<file path="src/rtl/spi_reg_bank_if.sv">
// SPI pad-side signals of the register bank. The controller (pads/testbench) drives
// sclk/copi/ncs; the register bank drives cipo and its output enable.
interface spi_reg_bank_if;
  logic sclk;
  logic copi;
  logic ncs;
  logic cipo;
  logic cipo_oe;

  modport master (output sclk, output copi, output ncs, input cipo, input cipo_oe);
  modport slave  (input sclk, input copi, input ncs, output cipo, output cipo_oe);
endinterface

</file>
<file path="src/rtl/spi_reg_bank.sv">
// SPI mode-0 peripheral exposing NUM_REGS x DATA_W control registers, with read-back
// and optional burst auto-increment. All SPI pins are asynchronous to clk.
module spi_reg_bank #(
  parameter int NUM_REGS    = 5,
  parameter int ADDR_W      = 7,
  parameter int DATA_W      = 8,
  parameter int SYNC_STAGES = 2,
  parameter int BURST_EN    = 1
) (
  input  logic                       clk,
  input  logic                       rst_n,
  spi_reg_bank_if.slave              spi,
  output logic [NUM_REGS*DATA_W-1:0] regs_o,
  output logic [NUM_REGS-1:0]        wr_strobe,
  output logic                       frame_err
);

  localparam int MAX_W = (ADDR_W > DATA_W) ? ADDR_W : DATA_W;
  localparam int CNT_W = $clog2(MAX_W + 1);
  localparam logic [CNT_W-1:0] ADDR_LAST = CNT_W'(ADDR_W - 1);
  localparam logic [CNT_W-1:0] DATA_LAST = CNT_W'(DATA_W - 1);

  typedef enum logic [2:0] {S_IDLE, S_CMD, S_ADDR, S_DATA, S_DONE} state_t;

  function automatic logic in_range(input logic [ADDR_W-1:0] a);
    return 32'(a) < NUM_REGS;
  endfunction

  // ncs idles high, so its chain resets to 1 to avoid a phantom frame start.
  logic [SYNC_STAGES-1:0] r_sclk_sync, r_copi_sync, r_ncs_sync;
  logic                   r_sclk_d, r_ncs_d;

  always_ff @(posedge clk or negedge rst_n) begin
    if (!rst_n) begin
      r_sclk_sync <= '0;
      r_copi_sync <= '0;
      r_ncs_sync  <= '1;
      r_sclk_d    <= 1'b0;
      r_ncs_d     <= 1'b1;
    end else begin
      r_sclk_sync <= {r_sclk_sync[SYNC_STAGES-2:0], spi.sclk};
      r_copi_sync <= {r_copi_sync[SYNC_STAGES-2:0], spi.copi};
      r_ncs_sync  <= {r_ncs_sync[SYNC_STAGES-2:0], spi.ncs};
      r_sclk_d    <= r_sclk_sync[SYNC_STAGES-1];
      r_ncs_d     <= r_ncs_sync[SYNC_STAGES-1];
    end
  end

  logic w_sclk, w_ncs, w_copi;
  logic w_sclk_rise, w_sclk_fall, w_ncs_rise, w_ncs_fall;

  assign w_sclk      = r_sclk_sync[SYNC_STAGES-1];
  assign w_ncs       = r_ncs_sync[SYNC_STAGES-1];
  assign w_copi      = r_copi_sync[SYNC_STAGES-1];
  assign w_sclk_rise =  w_sclk & ~r_sclk_d;
  assign w_sclk_fall = ~w_sclk &  r_sclk_d;
  assign w_ncs_rise  =  w_ncs  & ~r_ncs_d;
  assign w_ncs_fall  = ~w_ncs  &  r_ncs_d;

  state_t              r_state, w_state_nxt;
  logic [CNT_W-1:0]    r_bit_cnt, w_bit_cnt_nxt;
  logic                r_rw, w_rw_nxt;
  logic [ADDR_W-1:0]   r_addr, w_addr_nxt;
  logic [DATA_W-1:0]   r_shift, w_shift_nxt;
  logic                r_cipo, w_cipo_nxt;
  logic                r_cipo_oe, w_cipo_oe_nxt;
  logic                r_frame_err, w_frame_err_nxt;
  logic                r_wr_valid, w_wr_valid_nxt;
  logic [ADDR_W-1:0]   r_wr_addr, w_wr_addr_nxt;
  logic [DATA_W-1:0]   r_wr_data, w_wr_data_nxt;
  logic [DATA_W-1:0]   r_regs [NUM_REGS];

  logic [ADDR_W-1:0]   w_addr_shift, w_addr_inc, w_rd_addr;
  logic [DATA_W-1:0]   w_rd_word, w_wr_word;

  assign w_addr_shift = {r_addr[ADDR_W-2:0], w_copi};
  assign w_addr_inc   = (r_addr == '1) ? r_addr : r_addr + ADDR_W'(1);
  assign w_rd_addr    = (r_state == S_ADDR) ? w_addr_shift : w_addr_inc;
  assign w_wr_word    = {r_shift[DATA_W-2:0], w_copi};

  // Unimplemented addresses read back as zero.
  always_comb begin
    w_rd_word = '0;
    for (int r = 0; r < NUM_REGS; r++)
      if (32'(w_rd_addr) == r) w_rd_word = r_regs[r];
  end

  always_ff @(posedge clk or negedge rst_n) begin
    if (!rst_n) begin
      r_state     <= S_IDLE;
      r_bit_cnt   <= '0;
      r_rw        <= 1'b0;
      r_addr      <= '0;
      r_shift     <= '0;
      r_cipo      <= 1'b0;
      r_cipo_oe   <= 1'b0;
      r_frame_err <= 1'b0;
      r_wr_valid  <= 1'b0;
      r_wr_addr   <= '0;
      r_wr_data   <= '0;
    end else begin
      // NOTE: sequential state uses non-blocking assignments so every flop samples pre-edge values.
      r_state     <= w_state_nxt;
      r_bit_cnt   <= w_bit_cnt_nxt;
      r_rw        <= w_rw_nxt;
      r_addr      <= w_addr_nxt;
      r_shift     <= w_shift_nxt;
      r_cipo      <= w_cipo_nxt;
      r_cipo_oe   <= w_cipo_oe_nxt;
      r_frame_err <= w_frame_err_nxt;
      r_wr_valid  <= w_wr_valid_nxt;
      r_wr_addr   <= w_wr_addr_nxt;
      r_wr_data   <= w_wr_data_nxt;
    end
  end

  always_comb begin
    // NOTE: every next-state value is defaulted first so no path leaves a latch behind.
    w_state_nxt     = r_state;
    w_bit_cnt_nxt   = r_bit_cnt;
    w_rw_nxt        = r_rw;
    w_addr_nxt      = r_addr;
    w_shift_nxt     = r_shift;
    w_cipo_nxt      = r_cipo;
    w_cipo_oe_nxt   = r_cipo_oe;
    w_frame_err_nxt = 1'b0;
    w_wr_valid_nxt  = 1'b0;
    w_wr_addr_nxt   = r_wr_addr;
    w_wr_data_nxt   = r_wr_data;

    if (w_ncs_rise) begin
      // Deselect beats any sclk edge seen in the same cycle.
      w_state_nxt   = S_IDLE;
      w_bit_cnt_nxt = '0;
      w_cipo_nxt    = 1'b0;
      w_cipo_oe_nxt = 1'b0;
      if (r_state == S_CMD || r_state == S_ADDR || (r_state == S_DATA && r_bit_cnt != '0))
        w_frame_err_nxt = 1'b1;
    end else begin
      unique case (r_state)
        S_IDLE: begin
          if (w_ncs_fall) begin
            w_state_nxt   = S_CMD;
            w_bit_cnt_nxt = '0;
          end
        end
        S_CMD: begin
          if (w_sclk_rise && !w_ncs) begin
            w_rw_nxt      = w_copi;
            w_bit_cnt_nxt = '0;
            w_state_nxt   = S_ADDR;
          end
        end
        S_ADDR: begin
          if (w_sclk_rise && !w_ncs) begin
            w_addr_nxt = w_addr_shift;
            if (r_bit_cnt == ADDR_LAST) begin
              w_bit_cnt_nxt = '0;
              w_state_nxt   = S_DATA;
              if (!r_rw) begin
                w_shift_nxt   = w_rd_word;
                w_cipo_nxt    = w_rd_word[DATA_W-1];
                w_cipo_oe_nxt = 1'b1;
              end
            end else begin
              w_bit_cnt_nxt = r_bit_cnt + CNT_W'(1);
            end
          end
        end
        S_DATA: begin
          if (w_sclk_rise && !w_ncs) begin
            if (r_rw) w_shift_nxt = w_wr_word;
            if (r_bit_cnt == DATA_LAST) begin
              w_bit_cnt_nxt = '0;
              if (r_rw && in_range(r_addr)) begin
                w_wr_valid_nxt = 1'b1;
                w_wr_addr_nxt  = r_addr;
                w_wr_data_nxt  = w_wr_word;
              end
              if (BURST_EN != 0) begin
                w_addr_nxt = w_addr_inc;
                if (!r_rw) begin
                  w_shift_nxt = w_rd_word;
                  w_cipo_nxt  = w_rd_word[DATA_W-1];
                end
              end else begin
                w_state_nxt   = S_DONE;
                w_cipo_nxt    = 1'b0;
                w_cipo_oe_nxt = 1'b0;
              end
            end else begin
              w_bit_cnt_nxt = r_bit_cnt + CNT_W'(1);
            end
          end else if (w_sclk_fall && !r_rw && r_bit_cnt != '0) begin
            // A fall right after a word boundary keeps the freshly loaded MSB.
            w_shift_nxt = {r_shift[DATA_W-2:0], 1'b0};
            w_cipo_nxt  = r_shift[DATA_W-2];
          end
        end
        S_DONE: ;
        default: w_state_nxt = S_IDLE;
      endcase
    end
  end

  always_ff @(posedge clk or negedge rst_n) begin
    if (!rst_n) begin
      // NOTE: the register array is reset because consumers must see a defined configuration.
      for (int r = 0; r < NUM_REGS; r++) r_regs[r] <= '0;
      wr_strobe <= '0;
    end else begin
      for (int r = 0; r < NUM_REGS; r++) begin
        wr_strobe[r] <= r_wr_valid && (32'(r_wr_addr) == r);
        if (r_wr_valid && (32'(r_wr_addr) == r)) r_regs[r] <= r_wr_data;
      end
    end
  end

  for (genvar g = 0; g < NUM_REGS; g++) begin : g_regs_o
    assign regs_o[g*DATA_W +: DATA_W] = r_regs[g];
  end

  assign frame_err   = r_frame_err;
  assign spi.cipo    = r_cipo;
  assign spi.cipo_oe = r_cipo_oe;

endmodule
</file>
<file path="src/flat_wrapper.sv">
// flat-port wrapper written by rule: the top's interface ports become plain ports
module spi_reg_bank_flat 
#(
  parameter int NUM_REGS    = 5,
  parameter int ADDR_W      = 7,
  parameter int DATA_W      = 8,
  parameter int SYNC_STAGES = 2,
  parameter int BURST_EN    = 1
)
  (clk, rst_n, regs_o, wr_strobe, frame_err, spi_sclk, spi_copi, spi_ncs, spi_cipo, spi_cipo_oe);
  spi_reg_bank_if spi_i ();
  input  logic clk;
  input  logic rst_n;
  output logic [NUM_REGS*DATA_W-1:0] regs_o;
  output logic [NUM_REGS-1:0] wr_strobe;
  output logic frame_err;
  input wire logic [$bits(spi_i.sclk)-1:0] spi_sclk;
  input wire logic [$bits(spi_i.copi)-1:0] spi_copi;
  input wire logic [$bits(spi_i.ncs)-1:0] spi_ncs;
  output wire logic [$bits(spi_i.cipo)-1:0] spi_cipo;
  output wire logic [$bits(spi_i.cipo_oe)-1:0] spi_cipo_oe;
  assign spi_i.sclk = spi_sclk;
  assign spi_i.copi = spi_copi;
  assign spi_i.ncs = spi_ncs;
  assign spi_cipo = spi_i.cipo;
  assign spi_cipo_oe = spi_i.cipo_oe;
  spi_reg_bank #(.NUM_REGS(NUM_REGS), .ADDR_W(ADDR_W), .DATA_W(DATA_W), .SYNC_STAGES(SYNC_STAGES), .BURST_EN(BURST_EN)) u_core (.clk(clk), .rst_n(rst_n), .spi(spi_i), .regs_o(regs_o), .wr_strobe(wr_strobe), .frame_err(frame_err));
endmodule
</file>
<file path="config.mk">
export PLATFORM = sky130hd
export DESIGN_NAME = spi_reg_bank_flat
export DESIGN_NICKNAME = d
export VERILOG_FILES = /design/src/rtl/spi_reg_bank_if.sv /design/src/rtl/spi_reg_bank.sv /design/src/flat_wrapper.sv
export SDC_FILE = /design/constraint.sdc
export NUM_CORES = 1
export LEC_CHECK = 0
export ABC_AREA = 1
export CAP_MARGIN = 20
export CORE_MARGIN = 1
export CORE_UTILIZATION = 44
export CTS_CLUSTER_DIAMETER = 100
export DETAILED_ROUTE_END_ITERATION = 10
export GPL_TIMING_DRIVEN = 0
export PLACE_DENSITY = 0.65
export SLEW_MARGIN = 10
export SYNTH_ARGS = -nofsm -noshare
export SYNTH_HDL_FRONTEND = slang
export SYNTH_SLANG_ARGS = --single-unit
</file>
<file path="constraint.sdc">
create_clock -name clk -period 3.58 [get_ports clk]
set_input_delay 0.716 -clock clk [delete_from_list [all_inputs] [get_ports clk]]
set_output_delay 0.716 -clock clk [all_outputs]
set_load 0.02 [all_outputs]
</file>
==> flow_metrics.py, run 1 <==
metrics = {
    "status": {
        "status": "complete, no violations",
    },
    "cells_and_area": {
        "design_area_sq_um": 5650,
        "final_cell_mix": "nand2_1, dfrtp_1, o21ai_0",
        "layout_commonest_cell": "nand2_1",
        "areaGrowthSynthToFinish_pct": 19.6,
        "n_antenna_cell": 0,
        "layout-drive-gt1-share": 0.0930,
        "nNetsFinal": 653,
        "fillCellCount": 982,
    },
    "critical_path": {
        "crit_path_end_kind": "flip-flop",
        "rrSetupSlack_ps": 1140,
        "crit_path_max_fanout": 10,
        "criticalPathCategory": "flip-flop to flip-flop",
        "critPathLaunchType": "flip-flop",
        "required_ps": 3850,
        "critical_path_arrival_ps": 2710,
    },
    "power": {
        "p_leak_nw": 2.62,
        "power_density_nw_per_um2": 604,
        "peakVddDrop_uv": 257,
        "pwr-share-clk": 0.227,
        "p_sw_mw": 1.38,
        "combPwrFrac": 0.404,
        "sequentialPowerShare": 0.369,
        "p_int_mw": 2.03,
        "sw_frac_of_total": 0.406,
    },
    "clocking": {
        "htreeDepth": 3,
        "clock_sinks": 93,
        "cts_resized": 0,
        "cts_made_buffers": 9,
        "holdBufCountCts": 0,
        "cts_root_buf": "clkbuf_8",
        "cts_setup_buffers": 0,
        "clkLatencyLatePin_ps": 360,
        "tritoncts": "yes",
        "cts.reportedPaths.clkPinSlew_ps": 90,
        "max-clock-path-buffers": 2,
    },
    "timing": {
        "finalHoldViolCount": 0,
        "skew_ps": 14.7,
        "fmax_ghz": 0.410,
        "slew_headroom": 0.481,
        "fin_setup_tns_ps": 0,
        "rsz0062_at_grt": "no",
        "worstMarginPinSlew_ps": 773,
        "setup_violations": 0,
        "drv_slew": 0,
        "final.min_clock_period_ps": 2440,
        "period_share": 0.681,
    },
    "global_routing": {
        "grt_max_degree": 53,
        "grt_antenna_before_repair": 0,
        "grt_pass1_wl_um": 19500,
        "grt_overflow_total": 0,
        "gr-usage-all-layers": 0.224,
        "grt_pass1_vias": 3931,
    },
    "die": {
        "dieArea_sq_um": 11200,
        "placeableCoreArea_sq_um": 10400,
        "start_util": 0.455,
        "io_pins": 53,
        "fp.dieH_um": 106,
        "die_x_um": 106,
        "row_count": 37,
    },
    "logic_synthesis": {
        "synth_cell_types": 40,
        "async_reset_ff_frac": 1.00,
        "yosysTopAreaCellShare": 0.477,
        "synth_area_leader_cell": "dfrtp_1",
        "synth_area_sq_um": 4720,
        "synth_edf_count": 0,
        "synth-main-ff-cell": "dfrtp_1",
        "syn_area_per_cell_sq_um": 8.20,
        "syn_nets": 589,
        "yosysSeqAreaShare": 0.494,
        "synthCells": 576,
        "yosysWarnings": 0,
        "ys_seq_elements": 93,
        "synthTopCellsByArea": "dfrtp_1, nand2_1, o21ai_0",
    },
    "detailed_routing": {
        "antenna_left": 0,
        "drc": 0,
        "vias_per_cell": 5.33,
        "vias": 4160,
        "drtPass1Iterations": 5,
        "dr.first_iter.drc_count": 325,
        "totalWireLength_um": 11800,
        "wl_per_cell_um": 15.1,
    },
    "placement": {
        "gp_congestion": 0.880,
        "port_buffers": 52,
        "placed_area_sq_um": 5430,
        "detailed_place_hpwl_um": 8790,
    },
    "worst_hold_path": {
        "hold_class": "flip-flop to flip-flop",
    },
    "flow_run": {
        "drv_cap": 0,
    },
}
## per-layer routing
metal / track usage / vias up / share of wire
met5: 0 / - / 0
met4: 0.0843 / 0 / 0.013
met3: 0.0334 / 13 / 0.041
met2: 0.367 / 111 / 0.48
met1: 0.302 / 2009 / 0.46
li1: - / 2027 / -
## synthesized netlist by cell type, types with 5 or more instances
cell type  instances
a21oi_1           14
buf_2              5
clkbuf_1          10
dfrtp_1           90
ha_1               8
inv_1             65
nand2_1          141
nand2_2            7
nand3_1           53
nand4_1            6
nor2_1            33
nor2_4             7
nor3_1             8
o211ai_1           6
o21ai_0           71
o22ai_1            5
## stage by stage
| step | cells | power [mW] | utilization | hold WS (ps) | setup WS [ps] |
|---|---|---|---|---|---|
| after floorplan | 576 | 2.31 | - | 331 | 1610 |
| after global routing | 781 | 3.65 | 0.545 | 372 | 914 |
| after detailed placement | 765 | 2.64 | 0.524 | 344 | 1190 |
| final | 781 | 3.41 | 0.545 | 355 | 1140 |
| after CTS | 781 | 3.42 | 0.545 | 359 | 1160 |
| after global placement | 764 | 2.60 | 0.522 | 332 | -1650 |
## final timing paths
check,startpoint,to,cells after the start
setup / recovery,u_core.r_state[0]$_DFFE_PN0P_,u_core.r_bit_cnt[3]$_DFFE_PN0P_,10
hold / removal,u_core.r_copi_sync[0]$_DFF_PN0_,u_core.r_copi_sync[1]$_DFF_PN0_,0
setup reg to reg,u_core.r_state[0]$_DFFE_PN0P_,u_core.r_bit_cnt[3]$_DFFE_PN0P_,10
hold reg to reg,u_core.r_copi_sync[0]$_DFF_PN0_,u_core.r_copi_sync[1]$_DFF_PN0_,0
max in group asynchronous,rst_n,u_core.regs_o[1]$_DFFE_PN0P_,2
min in group asynchronous,rst_n,u_core.r_addr[4]$_DFFE_PN0P_,1
## critical path: stages (launching register included)
cell and delay [ps]:
dfrtp_1 400, inv_1 90, ha_1 260, buf_2 210
o21ai_0 180, nand2_1 100, o21ai_0 460, inv_1 130
nor4_1 270, o21ai_0 130, a21oi_1 140
## kinds of logic after synthesis
family | count (synthesis) | synth area share
DFF | 93 | 0.494
buffers and inverters | 88 | 0.0766
adders and majority gates | 8 | 0.0212
AOI/OAI and AO/OA | 121 | 0.151
and+or+nand+nor | 265 | 0.255
xor gates and xnor gates | 1 | 0.00186
## registers in the layout, indices dropped and copies added (netlist names), 2 cells and up
signal	cells
u_core.r_addr	7
u_core.r_bit_cnt	4
u_core.r_copi_sync	2
u_core.r_ncs_sync	2
u_core.r_sclk_sync	2
u_core.r_shift	7
u_core.r_state	2
u_core.r_wr_addr	7
u_core.r_wr_data	8
u_core.regs_o	40
u_core.wr_strobe	5
## power groups by stage
stage	Clock, mW	Combinational (mW)	Sequential [mW]
floorplan	0	1.05	1.26
global route	0.838	1.54	1.27
detailed placement	0	1.36	1.28
finish	0.776	1.38	1.26
CTS	0.793	1.37	1.26
global placement	0	1.33	1.27
## layout make-up
cell class / count / area [sq um] / share of cell area
Clock buffer: 13 / 149 / 0.0264
Buffer: 19 / 100 / 0.0177
Timing Repair Buffer: 53 / 538 / 0.0953
Inverter: 69 / 262 / 0.0463
Sequential cell: 93 / 2330 / 0.413
Clock inverter: 3 / 68.8 / 0.0122
Multi-Input combinational cell: 395 / 2030 / 0.359
Tap cell: 136 / 170 / 0.0301
Note: power is estimated with default switching activity, not from simulation.
==> inputs of run 2 (changes only) <==
--- a/config.mk
+++ b/config.mk
@@ -12,7 +12,7 @@
 export CTS_CLUSTER_DIAMETER = 100
 export DETAILED_ROUTE_END_ITERATION = 10
 export GPL_TIMING_DRIVEN = 0
-export PLACE_DENSITY = 0.65
+export PLACE_DENSITY = 0.67
 export SLEW_MARGIN = 10
 export SYNTH_ARGS = -nofsm -noshare
 export SYNTH_HDL_FRONTEND = slang
==> constraint.sdc (replaced) <==
create_clock -name clk -period 2.1 [get_ports clk]
set_input_delay 0.42 -clock clk [delete_from_list [all_inputs] [get_ports clk]]
set_output_delay 0.42 -clock clk [all_outputs]
set_load 0.02 [all_outputs]
==> flow_metrics.py, run 2 (same netlist as run 1, synthesis figures left out) <==
metrics = {
    "die": {
        "dieArea_sq_um": 11200,
        "die_x_um": 106,
        "fp.dieH_um": 106,
        "io_pins": 53,
        "start_util": 0.455,
        "placeableCoreArea_sq_um": 10400,
        "row_count": 37,
    },
    "placement": {
        "placed_area_sq_um": 5440,
        "detailed_place_hpwl_um": 8850,
        "placed_cells": 765,
        "gp_congestion": 0.862,
        "port_buffers": 52,
    },
    "timing": {
        "period_share": 0.994,
        "fin_setup_tns_ps": 0,
        "setup_violations": 0,
        "drv_slew": 0,
        "slew_headroom": 0.575,
        "fin_worst_hold_slack_ps": 364,
        "fmax_ghz": 0.479,
        "finalHoldViolCount": 0,
        "final.min_clock_period_ps": 2090,
        "worstMarginPinSlew_ps": 637,
        "rsz0062_at_grt": "yes",
        "skew_ps": 9.98,
    },
    "clocking": {
        "htreeDepth": 3,
        "tritoncts": "yes",
        "cts_made_buffers": 9,
        "cts.reportedPaths.clkPinSlew_ps": 90,
        "clock_sinks": 93,
        "clkLatencyLatePin_ps": 370,
        "cts_root_buf": "clkbuf_8",
        "max-clock-path-buffers": 2,
    },
    "critical_path": {
        "critical_path_arrival_ps": 2350,
        "crit_path_end_kind": "flip-flop",
        "critPathLaunchType": "flip-flop",
        "required_ps": 2370,
        "crit_family": "simple AND/OR/NAND/NOR gates",
        "crit_path_top_delay_cell": "dfrtp_2",
        "cp_slowest_stage_delay_ps": 410,
        "crit_buf_inv": 2,
        "path_cells": "ha_4, nand2_2, nor2_4, buf_6, nand3_1, nand3_2, nand2_4, nand2_4, nor2_4, nand2_2, buf_6, o22ai_2, nand3b_1, nand2_1, nand2_1",
        "criticalPathCategory": "flip-flop to flip-flop",
        "crit_path_max_fanout": 10,
        "cp.depth": 15,
        "r2r_cells": 15,
    },
    "cells_and_area": {
        "final_cell_mix": "nand2_1, dfrtp_1, o21ai_0",
        "finalNonFillerCells": 795,
        "layout-drive-gt1-share": 0.190,
        "largest_reg_flops": 40,
        "layout_commonest_cell": "nand2_1",
        "n_antenna_cell": 0,
        "design_area_sq_um": 6060,
        "areaGrowthSynthToFinish_pct": 28.4,
        "nNetsFinal": 667,
    },
    "power": {
        "sequentialPowerShare": 0.334,
        "p_sw_mw": 2.72,
        "combPwrFrac": 0.471,
        "pwr-share-clk": 0.195,
        "sw_frac_of_total": 0.420,
        "p_int_mw": 3.75,
        "p_leak_nw": 2.76,
        "power_density_nw_per_um2": 1070,
        "peakVddDrop_uv": 502,
        "finalPower_mw": 6.47,
    },
    "detailed_routing": {
        "drc": 0,
        "vias_per_cell": 5.40,
        "antenna_left": 0,
        "vias": 4291,
        "totalWireLength_um": 12600,
        "drtPass1Iterations": 5,
        "dr.first_iter.drc_count": 334,
        "wl_per_cell_um": 15.8,
    },
    "status": {
        "status": "complete, no violations",
    },
    "worst_hold_path": {
        "hold_class": "flip-flop to flip-flop",
        "whs_path_depth": 0,
    },
    "global_routing": {
        "grt_antenna_before_repair": 0,
        "met2_usage": 0.380,
        "grt_use_met3": 0.0340,
        "busiest_layer": "met2",
        "globalRouteMet1Util": 0.325,
        "grt_overflow_total": 0,
        "grt_pass1_vias": 4221,
        "gr-usage-all-layers": 0.238,
        "grt_max_degree": 67,
        "grt_pass1_wl_um": 20800,
    },
    "flow_run": {
        "drv_cap": 0,
    },
}
run 2: stage by stage:
stage	worst slack [ps]	util
after global routing	-118	0.584
after detailed placement	-277	0.524
after CTS	4.94	0.558
final	12.0	0.584
after floorplan	135	-
after global placement	-2790	0.522
run 2: path summary, 6_finish.rpt:
kind | slack [ps] | startpoint | endpoint
max reg2reg | 10 | u_core.r_addr[1]$_DFFE_PN0P_ | u_core.r_shift[4]$_DFFE_PN0P_
max in group asynchronous | 920 | rst_n | u_core.r_wr_data[5]$_DFFE_PN0P_
min | 360 | u_core.r_ncs_sync[0]$_DFF_PN1_ | u_core.r_ncs_sync[1]$_DFF_PN1_
max | 10 | u_core.r_addr[1]$_DFFE_PN0P_ | u_core.r_shift[4]$_DFFE_PN0P_
min in group asynchronous | 530 | rst_n | u_core.r_addr[3]$_DFFE_PN0P_
min reg2reg | 360 | u_core.r_ncs_sync[0]$_DFF_PN1_ | u_core.r_ncs_sync[1]$_DFF_PN1_
run 2: worst register-to-register path, delay by kind of cell (launching register included):
family	cells	cell delay, ps
compound gates	1	60
fa+ha+maj	1	160
buf+inv	2	290
flops	1	410
simple gates	11	1050
run 2: per-layer routing:
metal,vias up,share of wire
li1,2049,-
met1,2081,0.43
met2,140,0.49
met3,21,0.051
met4,0,0.025
met5,-,0
run 2: area by class of cell:
class | instances | area (sq um)
clock inverter | 6 | 70.1
buffer | 18 | 118
inverter | 69 | 268
fill | 938 | 4310
sequential | 93 | 2330
timing repair buffer | 66 | 674
clock buffer | 10 | 138
multi-input combinational | 397 | 2290
tap | 136 | 170
run 2: power groups by stage:
stage	logic [mW]	registers, mW	clock network (mW)
2_1_floorplan	1.79	2.14	0
3_3_place_gp	2.26	2.17	0
3_5_place_dp	2.31	2.17	0
4_1_cts	2.61	2.15	1.28
5_1_grt	3.34	2.19	1.35
6_report	3.05	2.16	1.26
run 2: what timing repair did:
item | 4_1_cts | 5_1_grt
hold buffers | 1 | 0
pin swaps | 9 | 16
setup buffers | 6 | 6
cloned | 1 | 1
endpoints found under the hold margin | 24 | 0
resized for setup | 26 | 49
setup endpoints to repair | 36 | 38
==> inputs of run 3 (changes only) <==
--- a/config.mk
+++ b/config.mk
@@ -8,11 +8,11 @@
 export ABC_AREA = 1
 export CAP_MARGIN = 20
 export CORE_MARGIN = 1
-export CORE_UTILIZATION = 44
+export CORE_UTILIZATION = 51
 export CTS_CLUSTER_DIAMETER = 100
 export DETAILED_ROUTE_END_ITERATION = 10
 export GPL_TIMING_DRIVEN = 0
-export PLACE_DENSITY = 0.67
+export PLACE_DENSITY = 0.76
 export SLEW_MARGIN = 10
 export SYNTH_ARGS = -nofsm -noshare
 export SYNTH_HDL_FRONTEND = slang
==> flow_metrics.py, run 3 (same netlist as run 1, synthesis figures left out) <==
metrics = {
    "timing": {
        "period_share": 1.01,
        "fin_worst_hold_slack_ps": 47.5,
        "fin_setup_tns_ps": -33.5,
        "final.min_clock_period_ps": 2120,
        "worstMarginPinSlew_ps": 600,
        "finalHoldViolCount": 0,
        "drv_slew": 0,
        "fmax_ghz": 0.472,
        "skew_ps": 13.9,
        "rsz0062_at_grt": "yes",
        "setup_violations": 2,
        "worst_slack_ps": -19.0,
        "slew_headroom": 0.600,
    },
    "critical_path": {
        "crit_path_end_kind": "flip-flop",
        "crit_path_max_fanout": 6,
        "cp_slowest_stage_delay_ps": 410,
        "worstReg2RegStart": "u_core.r_addr[1]$_DFFE_PN0P_",
        "r2r_cells": 15,
        "crit_path_top_delay_cell": "dfrtp_2",
        "path_cells": "ha_4, nand2_2, nor2_4, nand2_4, nand4_1, nand2_2, nand2_4, nor2_4, buf_12, nand3_1, nand2_1, a21oi_2, nand3b_1, nand2_1, nand2_1",
        "rrSetupSlack_ps": -20,
        "critPathLaunchType": "flip-flop",
        "critical_path_arrival_ps": 2380,
        "r2r-end": "u_core.r_shift[4]$_DFFE_PN0P_",
        "cpMostUsedCell": "nand2_1",
        "startpoint": "u_core.r_addr[1]$_DFFE_PN0P_",
        "required_ps": 2360,
        "criticalPathCategory": "flip-flop to flip-flop",
        "cp-endpoint": "u_core.r_shift[4]$_DFFE_PN0P_",
    },
    "global_routing": {
        "grt_overflow_total": 0,
        "gr-usage-all-layers": 0.266,
        "grt_max_degree": 50,
        "grt_pass1_vias": 4101,
        "grt_pass1_wl_um": 20100,
        "grt_antenna_before_repair": 0,
    },
    "cells_and_area": {
        "areaGrowthSynthToFinish_pct": 30.3,
        "largest_reg_flops": 40,
        "layout-drive-gt1-share": 0.213,
        "fillCellCount": 663,
        "final_cell_mix": "nand2_1, dfrtp_1, o21ai_0",
        "nNetsFinal": 675,
        "design_area_sq_um": 6150,
        "layout_commonest_cell": "nand2_1",
        "n_antenna_cell": 0,
    },
    "die": {
        "fp.dieH_um": 98.2,
        "die_x_um": 98.2,
        "placeableCoreArea_sq_um": 8850,
        "dieArea_sq_um": 9650,
        "row_count": 34,
        "io_pins": 53,
        "start_util": 0.534,
    },
    "placement": {
        "place_ws_ps": -292,
        "port_buffers": 52,
        "detailed_place_hpwl_um": 8930,
        "placed_area_sq_um": 5400,
        "gp_congestion": 0.877,
    },
    "detailed_routing": {
        "vias_per_cell": 5.81,
        "totalWireLength_um": 13200,
        "drc": 0,
        "antenna_left": 0,
        "dr.first_iter.drc_count": 368,
        "drtPass1Iterations": 8,
        "vias": 4503,
        "wl_per_cell_um": 17.0,
    },
    "power": {
        "pwr-share-clk": 0.167,
        "combPwrFrac": 0.514,
        "sw_frac_of_total": 0.432,
        "p_leak_nw": 2.82,
        "sequentialPowerShare": 0.319,
        "finalPower_mw": 6.77,
        "p_int_mw": 3.84,
        "peakVddDrop_uv": 493,
        "p_sw_mw": 2.92,
        "power_density_nw_per_um2": 1100,
    },
    "clocking": {
        "clkLatencyLatePin_ps": 370,
        "cts_made_buffers": 9,
        "htreeDepth": 3,
        "cts.reportedPaths.clkPinSlew_ps": 100,
        "holdBufCountCts": 0,
        "max-clock-path-buffers": 2,
        "tritoncts": "yes",
        "clock_sinks": 93,
        "cts_root_buf": "clkbuf_8",
    },
    "flow_run": {
        "drv_cap": 0,
    },
    "worst_hold_path": {
        "hold_class": "input pin to asynchronous set/reset pin",
    },
    "status": {
        "status": "finished with violations",
        "violations": "setup timing",
    },
}
-- run 3: changes by cell type in the layout (fill, tap and decap cells not counted), moves of 4 or more --
cell	before	now
nand2_1	132	128
buf_4	12	23
nand2_4	8	12
buf_6	6	2
-- run 3: cell type report --
class	count	area [sq um]	share of cell area
plain buffers	18	110	0.0179
flip-flops and latches	93	2330	0.379
well taps	108	135	0.0220
clock inverters	5	43.8	0.00712
inverters	69	268	0.0435
multi-input cells	397	2370	0.386
clock buffers	11	141	0.0230
repair buffers	74	749	0.122
-- run 3: per-layer routing --
layer	wire length (um)	share of wire	GRT usage	up-vias
met2	6390	0.48	0.415	186
met3	739	0.056	0.0451	41
li1	-	-	-	2071
met5	0	0	0	-
met4	332	0.025	0.0964	0
met1	5730	0.43	0.377	2205
-- run 3: through the flow --
stage	utilization	cells
2_1_floorplan	-	576
3_3_place_gp	0.608	736
3_5_place_dp	0.611	737
4_1_cts	0.648	761
5_1_grt	0.696	775
6_report	0.696	775
-- run 3: timing repair --
action | in CTS | in global routing
gates cloned | 2 | 2
resized for setup | 24 | 72
pin swaps | 7 | 15
setup buffers | 7 | 12
endpoints found under the hold margin | 0 | 0
endpoints found under the setup margin | 37 | 51
-- run 3: power groups by stage --
stage	sequential, mW	combinational, mW	clock (mW)
2_1_floorplan	2.14	1.79	0
3_3_place_gp	2.16	2.26	0
3_5_place_dp	2.17	2.32	0
4_1_cts	2.14	2.61	1.14
5_1_grt	2.18	3.71	1.22
6_report	2.16	3.47	1.13
-- run 3: how the worst min path moves through the flow --
stage,depth (start not counted),start,endpoint
floorplan,0,rst_n,u_core.frame_err$_DFF_PN0_
detailed placement,0,u_core.r_copi_sync[0]$_DFF_PN0_,u_core.r_copi_sync[1]$_DFF_PN0_
global route,1,rst_n,u_core.r_addr[1]$_DFFE_PN0P_
global placement,0,u_core.r_sclk_sync[0]$_DFF_PN0_,u_core.r_sclk_sync[1]$_DFF_PN0_
CTS,1,rst_n,u_core.r_addr[3]$_DFFE_PN0P_
finish,1,rst_n,u_core.r_addr[2]$_DFFE_PN0P_
-- run 3: critical path, delay by kind of cell (launching register included) --
| family | cells | cell delay (ps) |
|---|---|---|
| flip-flops | 1 | 410 |
| AND/OR/NAND/NOR | 12 | 1180 |
| adder cells (fa/ha/maj) | 1 | 150 |
| buffers and inverters | 1 | 130 |
| AO/OA/AOI/OAI | 1 | 130 |
